===== src/rtl/adder_feeder.sv =====
// Feeds operand pairs from two FWFT FIFOs into a handshaked adder and pushes
// each sum into a result FIFO. One transaction is in flight at a time.
module adder_feeder #(
    parameter int unsigned DATA_WIDTH = 32
) (
    input  logic                  clock,
    input  logic                  reset,

    input  logic                  a_empty,
    input  logic [DATA_WIDTH-1:0] a_dout,
    output logic                  a_rd_en,

    input  logic                  b_empty,
    input  logic [DATA_WIDTH-1:0] b_dout,
    output logic                  b_rd_en,

    output logic                  op_valid,
    output logic [DATA_WIDTH-1:0] op_a,
    output logic [DATA_WIDTH-1:0] op_b,

    input  logic                  res_complete,
    input  logic [DATA_WIDTH-1:0] res_sum,
    output logic                  res_rd_en,

    input  logic                  out_full,
    output logic [DATA_WIDTH-1:0] out_din,
    output logic                  out_wr_en,

    output logic                  busy,
    output logic [15:0]           result_count
);

    localparam logic [1:0] IDLE  = 2'd0;
    localparam logic [1:0] ISSUE = 2'd1;
    localparam logic [1:0] WAIT  = 2'd2;

    logic [1:0]            state_q, state_d;
    logic [DATA_WIDTH-1:0] op_a_q, op_a_d;
    logic [DATA_WIDTH-1:0] op_b_q, op_b_d;
    logic [DATA_WIDTH-1:0] out_din_q, out_din_d;
    logic [15:0]           count_q, count_d;
    logic                  pop;
    logic                  wr;

    // Reset is folded into the pop term so no strobe can fire while held in reset.
    assign pop = (state_q == IDLE) && !a_empty && !b_empty && reset;
    assign wr  = (state_q == WAIT) && res_complete && !out_full;

    // Next-state and datapath updates for the three-phase transaction.
    always_comb begin
        state_d   = state_q;
        op_a_d    = op_a_q;
        op_b_d    = op_b_q;
        out_din_d = out_din_q;
        count_d   = count_q;
        case (state_q)
            IDLE: begin
                if (pop) begin
                    op_a_d  = a_dout;
                    op_b_d  = b_dout;
                    state_d = ISSUE;
                end
            end
            ISSUE: begin
                state_d = WAIT;
            end
            WAIT: begin
                if (wr) begin
                    out_din_d = res_sum;
                    if (count_q != 16'hFFFF) begin
                        count_d = count_q + 16'd1;
                    end
                    state_d = IDLE;
                end
            end
            default: begin
                state_d = IDLE;
            end
        endcase
    end

    // State registers with asynchronous active-low reset.
    always_ff @(posedge clock or negedge reset) begin
        if (!reset) begin
            state_q   <= IDLE;
            op_a_q    <= '0;
            op_b_q    <= '0;
            out_din_q <= '0;
            count_q   <= '0;
        end else begin
            state_q   <= state_d;
            op_a_q    <= op_a_d;
            op_b_q    <= op_b_d;
            out_din_q <= out_din_d;
            count_q   <= count_d;
        end
    end

    assign a_rd_en      = pop;
    assign b_rd_en      = pop;
    assign op_valid     = (state_q == ISSUE);
    assign op_a         = op_a_q;
    assign op_b         = op_b_q;
    assign res_rd_en    = wr;
    assign out_wr_en    = wr;
    // Sum passes straight through on the write cycle; otherwise the last written value is held.
    assign out_din      = wr ? res_sum : out_din_q;
    assign busy         = (state_q != IDLE);
    assign result_count = count_q;

endmodule


===== config.mk =====
export PLATFORM = sky130hd
export DESIGN_NAME = adder_feeder
export DESIGN_NICKNAME = d
export VERILOG_FILES = /design/src/rtl/adder_feeder.sv
export SDC_FILE = /design/constraint.sdc
export NUM_CORES = 1
export LEC_CHECK = 0
export CELL_PAD_IN_SITES_DETAIL_PLACEMENT = 1
export CELL_PAD_IN_SITES_GLOBAL_PLACEMENT = 1
export CORE_ASPECT_RATIO = 0.6
export CORE_MARGIN = 2
export CORE_UTILIZATION = 31
export DETAILED_ROUTE_END_ITERATION = 12
export PLACE_DENSITY_LB_ADDON = 0.25
export SETUP_SLACK_MARGIN = 0.4
export SLEW_MARGIN = 20
export SYNTH_ARGS = -nofsm -noshare
export SYNTH_HDL_FRONTEND = slang
export SYNTH_SLANG_ARGS = --single-unit

===== constraint.sdc =====
create_clock -name clock -period 2.1 [get_ports clock]
set_input_delay 0.42 -clock clock [delete_from_list [all_inputs] [get_ports clock]]
set_output_delay 0.42 -clock clock [all_outputs]
set_load 0.02 [all_outputs]

# [Word-level counts from Yosys, hierarchy flattened]
# Cells that the tools add are included.
[word_totals] regBits=114 wordCells=28
[classes] n_addsub=1 eq_ne=5 muxes=4 reduce_logical=13
[ops] cell="$mux W32" count=1
[ops] cell="$add A16 B1 Y16 const B" count=1
[ops] cell="$ne A16 B16 Y1 const B" count=1
[ops] cell="$pmux W2 S3" count=1
[ops] cell="$logic_and A1 B1 Y1" count=5
[ops] cell="$mux W2" count=2
[ops] cell="$ne A2 B2 Y1 const B" count=2
[ops] cell="$reduce_and A2 Y1" count=2
[ops] cell="$logic_not A1 Y1" count=3
[ops] cell="$reduce_and A3 Y1" count=1
[ops] cell="$eq A2 B1 Y1 const B" count=1
[ops] cell="$eq A2 B2 Y1 const B" count=1
[ops] cell="$logic_not A2 Y1" count=1
[ops] cell="$reduce_bool A2 Y1" count=1

# [Longest topological paths before layout]
# Gate-level depths: netlist of the first run.
[depth] ltp_word=6 depth_mapped=7 ltp_nobuf=5

# [Worst setup path after synthesis of the first run]
# OpenSTA, ideal clock, no wires.
[synth_path] kind="input -> output" from="input port out_full" to="output port out_din[22]" path_stages=6 required_ps=1680 t_arrival_ps=1592 n_path_buf=2 slack_ps=88 cell_sequence="nand4bb_1 -> buf_2 -> clkinv_2 -> clkbuf_1 -> nand2_1 -> nand2_1"
[synth_via] elab_chain_len=3
[synth_rtl] item="start: declaration" line_no="25" rtl="input logic out_full,"
[synth_rtl] item="$logic_not A1 Y1" line_no="47" rtl="assign wr = (state_q == WAIT) && res_complete && !out_full;"
[synth_rtl] item="$logic_and A1 B1 Y1" line_no="47"
[synth_rtl] item="named net out_wr_en" line_no="27" rtl="output logic out_wr_en,"
[synth_rtl] item="$mux W32"
[synth_rtl] item="end: declaration" line_no="26" rtl="output logic [DATA_WIDTH-1:0] out_din,"
# The timed path passes the listed nets, and every way through them passes these cells.

# [Worst setup path after layout of the first run]
[layout_path] from="register state_q[0]" to="output port out_din[22]"
[layout_via] elab_chain_len=4
[layout_rtl] item="start: declaration" line_no="37" rtl="logic [1:0] state_q, state_d;"
[layout_rtl] item="start signal: assignment" line_no="91" rtl="state_q <= state_d;"
[layout_rtl] item="$eq A2 B2 Y1" line_no="47"
[layout_rtl] item="$logic_and A1 B1 Y1 (2 in a row)" line_no="47"
[layout_rtl] item="$mux W32"
# No other way between the ends.

==> results of run 1 <==
synth_stat cells, drive strengths merged:
library cell / instances
nand2: 134
dfrtp: 114
mux2: 65
buf: 13
xor2: 7
nor3: 6
a21oi: 5
nand3: 5
nand4: 5
nor2: 5
clkbuf: 4
nor4: 4
xnor2: 4
and3: 3
or2: 3
inv: 2
nor2b: 2
a211oi: 1
a21o: 1
and4bb: 1
clkinv: 1
ha: 1
mux2i: 1
nand4bb: 1
o32a: 1
worst max-delay path: stages, from the launching register on:
cell	delay, ps
dfrtp_1	380
nand4bb_4	270
buf_12	190
buf_16	150
nand2_1	120
nand2_2	60
buf_6	130
cell type report:
cell class	instances	share of cell area, %
diodes	1	0.02761
clock buffers	20	4.928
clock inverters	11	1.256
inverters	3	0.2208
multi-input cells	255	24.36
flip-flops and latches	114	31.53
well taps	198	2.733
repair buffers	295	34.95
worst max path at each step:
stage             endpoint  cells past startpoint
3_5_place_dp   out_din[21]                      7
3_3_place_gp   out_din[21]                      7
5_1_grt         out_din[4]                      7
2_1_floorplan      b_rd_en                      7
4_1_cts        out_din[22]                      7
6_report       out_din[22]                      6
layer usage:
layer	track usage, %	part of all wire, %	vias to the layer above
met5	0	0.067	-
met4	5.446	0.63	2
met3	9.133	7.8	13
met2	36.95	48	163
met1	28.23	44	2058
li1	-	-	1887
report_power, final:
| part | internal (W) | switching [W] | leakage, nW |
|---|---|---|---|
| clock | 0.00176 | 0.00104 | 0.275 |
| sequential | 0.00316 | 0.000553 | 1.40 |
| combinational | 0.00276 | 0.00288 | 2.91 |
| total | 0.00767 | 0.00448 | 4.58 |
logic make-up after synthesis:
logic type / Yosys count / share of synthesized area (%)
fa+ha+maj: 1 / 0.2704
mux: 66 / 16.12
xor+xnor: 11 / 2.083
flops: 114 / 61.67
buf+inv: 20 / 2.623
compound gates: 8 / 1.190
simple gates: 169 / 16.04
registers in the layout (all words and copies together) (netlist names):
register / flops
op_a: 32
op_b: 32
out_din_q: 32
result_count: 16
state_q: 2
through the flow:
| stage | setup TNS [ps] | power (W) | area (um^2) | util, % | setup WS, ps |
|---|---|---|---|---|---|
| 5_1_grt | -1913 | 0.01277 | 9065 | 62.31 | -109.0 |
| 3_3_place_gp | -18680 | 0.008769 | 7387 | 50.77 | -530.2 |
| 6_report | -83.59 | 0.01214 | 9065 | 62.31 | -14.56 |
| 4_1_cts | -525.7 | 0.01194 | 8713 | 59.89 | -65.18 |
| 3_5_place_dp | -20680 | 0.008981 | 7387 | 50.77 | -554.5 |
| 2_1_floorplan | 0 | 0.006168 | 4731 | - | 307.9 |
repair_timing:
| action | CTS | global route |
|---|---|---|
| gates resized for setup | 400 | 65 |
| buffers inserted | 13 | 7 |
| setup endpoints to repair | 195 | 120 |
| pin swaps | 26 | 20 |
| cloned | 12 | 3 |
==> results.yml, run 1 <==
finish:
  fin_cells: 897
  layout_common_cells: "dfrtp_1, clkdlybuf4s50_1, dlygate4sd2_1"
  nets: 789
  ff_latch_area_um2: 2858
  multi_input_area_um2: 2208
  drive_gt1_share_pct: 43.55
  layout.filler_cells: 1462
  syn2layout_area_growth_pct: 95.97
  final_common_cell: "dfrtp_1"
floorplan:
  core_um2: 14550
  die_w_um: 161.7
  die_h_um: 98.62
  rows: 34
  start_util_pct: 31.79
  num_io_pins: 220
  dieArea_um2: 15950
logic_synthesis:
  syn_area_um2: 4626
  ys_seq_area_share_pct: 61.67
  yosysTopAreaCellShare_pct: 61.67
  synth_seq_cells: 114
  syn_nets: 492
  yosysWarnings: 0
  synthTopCellsByArea: "dfrtp_1, mux2_2, nand2_1"
  synth_area_leader_cell: "dfrtp_1"
  ys_types: 36
  netlist_instances: 389
  avgSynthCellArea_um2: 11.89
global_routing:
  grt_pass1_wl_um: 27220
  grt.overflow.total: 0
  grt_pass1_vias: 4662
  track_usage_pct: 22.59
  grt_max_degree: 115
  antenna_found_initial: 2
setup_path:
  worstPathArrival_ps: 1690
  cp.required_ps: 1680
  r2r_cells: 9
  critPathKind: "reg -> out"
  setup.worst_path.end_class: "primary output"
  rr_endpoint: "op_b[7]$_DFFE_PN0P_"
  ff2ff_setup_slack_ps: 70
  timing.rr.start: "state_q[0]$_DFFE_PN0P_"
  crit_fanout: 7
  startpoint_type: "flip-flop"
  crit_start: "state_q[0]$_DFFE_PN0P_"
clock_network:
  clock_latency_ps: 410
  cts.sinks: 114
  h-tree-depth: 4
  cts_tree: "done"
  clockBufferDepth: 2
  cts_root_buf: "clkbuf_16"
  cts_buffers: 17
  clk_pin_slew_ps: 60
  ctsHoldBuffers: 0
power_and_ir_drop:
  ir_worst_vdd_mv: 0.6283
  leakage_nw: 4.579
  power_density_nw_per_um2: 1340
outcome:
  violations: "setup timing"
  status: "finished, violations left"
timing:
  post-route-min-period_ps: 2115
  setup_slack_ps: -14.56
  drv_slew: 0
  hold_viol: 0
  hold_slack_ps: 75.88
  tightest_slew_ps: 695.7
  finalSetupViolCount: 9
  max-slew-margin-rel_pct: 53.62
  rsz0062_at_grt: "yes"
  clock_skew_ps: 12.31
  timing.fmax_mhz: 472.9
  finalCritPeriodShare_pct: 100.7
worst_hold_path:
  hold_class: "in -> async"
placement:
  port_buffers: 219
  placedCellCount: 830
  hpwl_um: 10470
  routabilityCongestion: 0.8037
drt:
  via_per_inst: 4.596
  vias: 4123
  firstDrtPassIters: 5
  route.detailed.drc: 0
  ant_nets: 0
  drt-total-wl_um: 17910
  drt-initial-drc-count: 182
  wl_per_cell_um: 19.96
run:
  cap_violations: 0
Power figures use the tool's default switching activity.
==> run 2, diff against run 1 <==
Clock period 2.1 ns to 2.4 ns, I/O delays scaled along.
==> run 2 against run 1 <==
  * The flow now finishes without violations
  * Final cell count is 2.8% lower
  * Setup slack improved by 220 ps
  * Routed wire length is 17% lower
  * Largest power group unchanged
==> results.yml, run 2 (synthesis gave the netlist of run 1 again) <==
placement:
  port_buffers: 219
  routabilityCongestion: 0.8184
  hpwl_um: 10400
drt:
  via_per_inst: 4.507
  ant_nets: 0
  wl_per_cell_um: 17.12
  drt-initial-drc-count: 91
  drt-total-wl_um: 14930
  route.detailed.drc: 0
  firstDrtPassIters: 4
  vias: 3930
clock_network:
  ctsHoldBuffers: 0
  cts_root_buf: "clkbuf_16"
  h-tree-depth: 4
  cts.sinks: 114
  clock_latency_ps: 390
  cts_buffers: 17
  clk_pin_slew_ps: 60
  cts_tree: "done"
  clockBufferDepth: 2
global_routing:
  grtUsageMet2_pct: 30.70
  grt_max_degree: 66
  top_usage_layer: "met2"
  grt_pass1_vias: 4224
  track_usage_pct: 18.29
  antenna_found_initial: 0
  grt_util_met1_pct: 24.01
  grt_pass1_wl_um: 22870
  grt.overflow.total: 0
  grt_util_met3_pct: 4.419
setup_path:
  r2r_cells: 8
  critPathKind: "reg -> out"
  critPathMostFrequentCell: "nand2_4"
  cp_num_buf_inv: 3
  cp.required_ps: 1920
  worstPathArrival_ps: 1710
  startpoint_type: "flip-flop"
  path_cells: "nand4bb_4 > clkinv_8 > buf_12 > nand2_4 > nand2_4 > buf_6"
  critical-path-slowest-cell: "dfrtp_1"
  slowest_delay_ps: 410
  critical_path.top_delay_family: "simple AND/OR/NAND/NOR gates"
  crit_fanout: 7
  ff2ff_setup_slack_ps: 440
  setup.worst_path.end_class: "primary output"
  path_depth: 6
finish:
  syn2layout_area_growth_pct: 80.71
  drive_gt1_share_pct: 38.13
  nets: 765
  layout_common_cells: "clkdlybuf4s50_1, dfrtp_1, nand2_1"
  final_common_cell: "clkdlybuf4s50_1"
  layout.filler_cells: 1493
  antenna_cells: 0
  fin_util_pct: 57.46
outcome:
  status: "completed"
power_and_ir_drop:
  seqPwrFrac_pct: 30.7
  ir_worst_vdd_mv: 0.5922
  swShare_pct: 35.93
  power_density_nw_per_um2: 1241
  switching_power_w: 0.003727
  intPower_w: 0.006646
  pwr-share-clk_pct: 22.2
  power_frac_comb_pct: 47.0
  leakage_nw: 3.978
floorplan:
  die_h_um: 98.62
  num_io_pins: 220
  start_util_pct: 31.79
  die_w_um: 161.7
  dieArea_um2: 15950
  rows: 34
  core_um2: 14550
timing:
  hold_viol: 0
  rsz0062_at_grt: "yes"
  tightest_slew_ps: 785.9
  hold_slack_ps: 219.4
  finalCritPeriodShare_pct: 91.24
  max-slew-margin-rel_pct: 47.61
  drv_slew: 0
  finalSetupViolCount: 0
  post-route-min-period_ps: 2190
  clock_skew_ps: 9.854
  timing.fmax_mhz: 456.7
worst_hold_path:
  hold_class: "in -> async"
run:
  cap_violations: 0
-- run 2: cell types whose count changed in the layout (fill, tap and decap cells not counted), sizes merged --
cell / delta
clkbuf: -4
bufinv: -1
clkdlybuf4s50: +75
clkinvlp: +2
buf: -26
inv: +1
dlygate4sd2: -73
dlymetal6s2s: +2
diode: -1
-- run 2: final timing paths --
path,start,end
worst max register to register,state_q[0]$_DFFE_PN0P_,result_count[10]$_DFFE_PN0P_
worst min register to register,out_din_q[7]$_DFFE_PN0P_,out_din_q[7]$_DFFE_PN0P_
worst max-delay path,state_q[0]$_DFFE_PN0P_,out_din[2]
max in group asynchronous,reset,op_b[0]$_DFFE_PN0P_
min in group clock,out_din_q[7]$_DFFE_PN0P_,out_din_q[7]$_DFFE_PN0P_
worst min-delay path,reset,result_count[11]$_DFFE_PN0P_
-- run 2: area by class of cell --
| cell class | instances | area [um^2] | share of cell area, % |
|---|---|---|---|
| clock buffers | 18 | 429.2 | 5.134 |
| multi-input cells | 255 | 1942 | 23.23 |
| flip-flops and latches | 114 | 2853 | 34.13 |
| inverters | 3 | 27.53 | 0.3293 |
| well taps | 198 | 247.7 | 2.964 |
| repair buffers | 271 | 2745 | 32.84 |
| clock inverters | 13 | 115.1 | 1.377 |
-- run 2: layer usage --
layer  vias up  part of all wire, %  wire [um]
li1       1842                    -          -
met1      1963                   44       6505
met2       115                   50       7508
met3        10                  5.1        760
met4         0                  1.0        153
met5         -                    0          0
-- run 2: timing repair --
item | CTS | global route
endpoints found under the setup margin | 42 | 108
resized for setup | 214 | 108
setup buffers | 2 | 9
endpoints found under the hold margin | 0 | 0
pin swaps | 5 | 27
cloned | 2 | 2
-- run 2: power groups by stage --
stage | clock [W] | combinational (W) | sequential [W]
after global routing | 0.00245 | 0.00518 | 0.00329
after CTS | 0.00237 | 0.00454 | 0.00319
after floorplan | 0 | 0.00144 | 0.00384
after detailed placement | 0 | 0.00450 | 0.00320
final | 0.00231 | 0.00488 | 0.00319
after global placement | 0 | 0.00443 | 0.00313
-- run 2: metrics by stage --
step	std cells	setup slack (ps)	cell area (um^2)	total power (W)	setup TNS, ps
2_1_floorplan	389	419.9	4631	0.005284	0
3_3_place_gp	826	-334.8	7256	0.007557	-8987
3_5_place_dp	826	-400.1	7256	0.007704	-10800
4_1_cts	861	195.0	7871	0.01009	0
5_1_grt	872	114.6	8359	0.01092	0
6_report	872	210.2	8359	0.01037	0
==> run 3, diff against run 2 <==
Settings changed: CTS_CLUSTER_DIAMETER from default to 150.
==> results of run 3 <==
No change in the layout: final DEF, timing and power equal those of run 2.
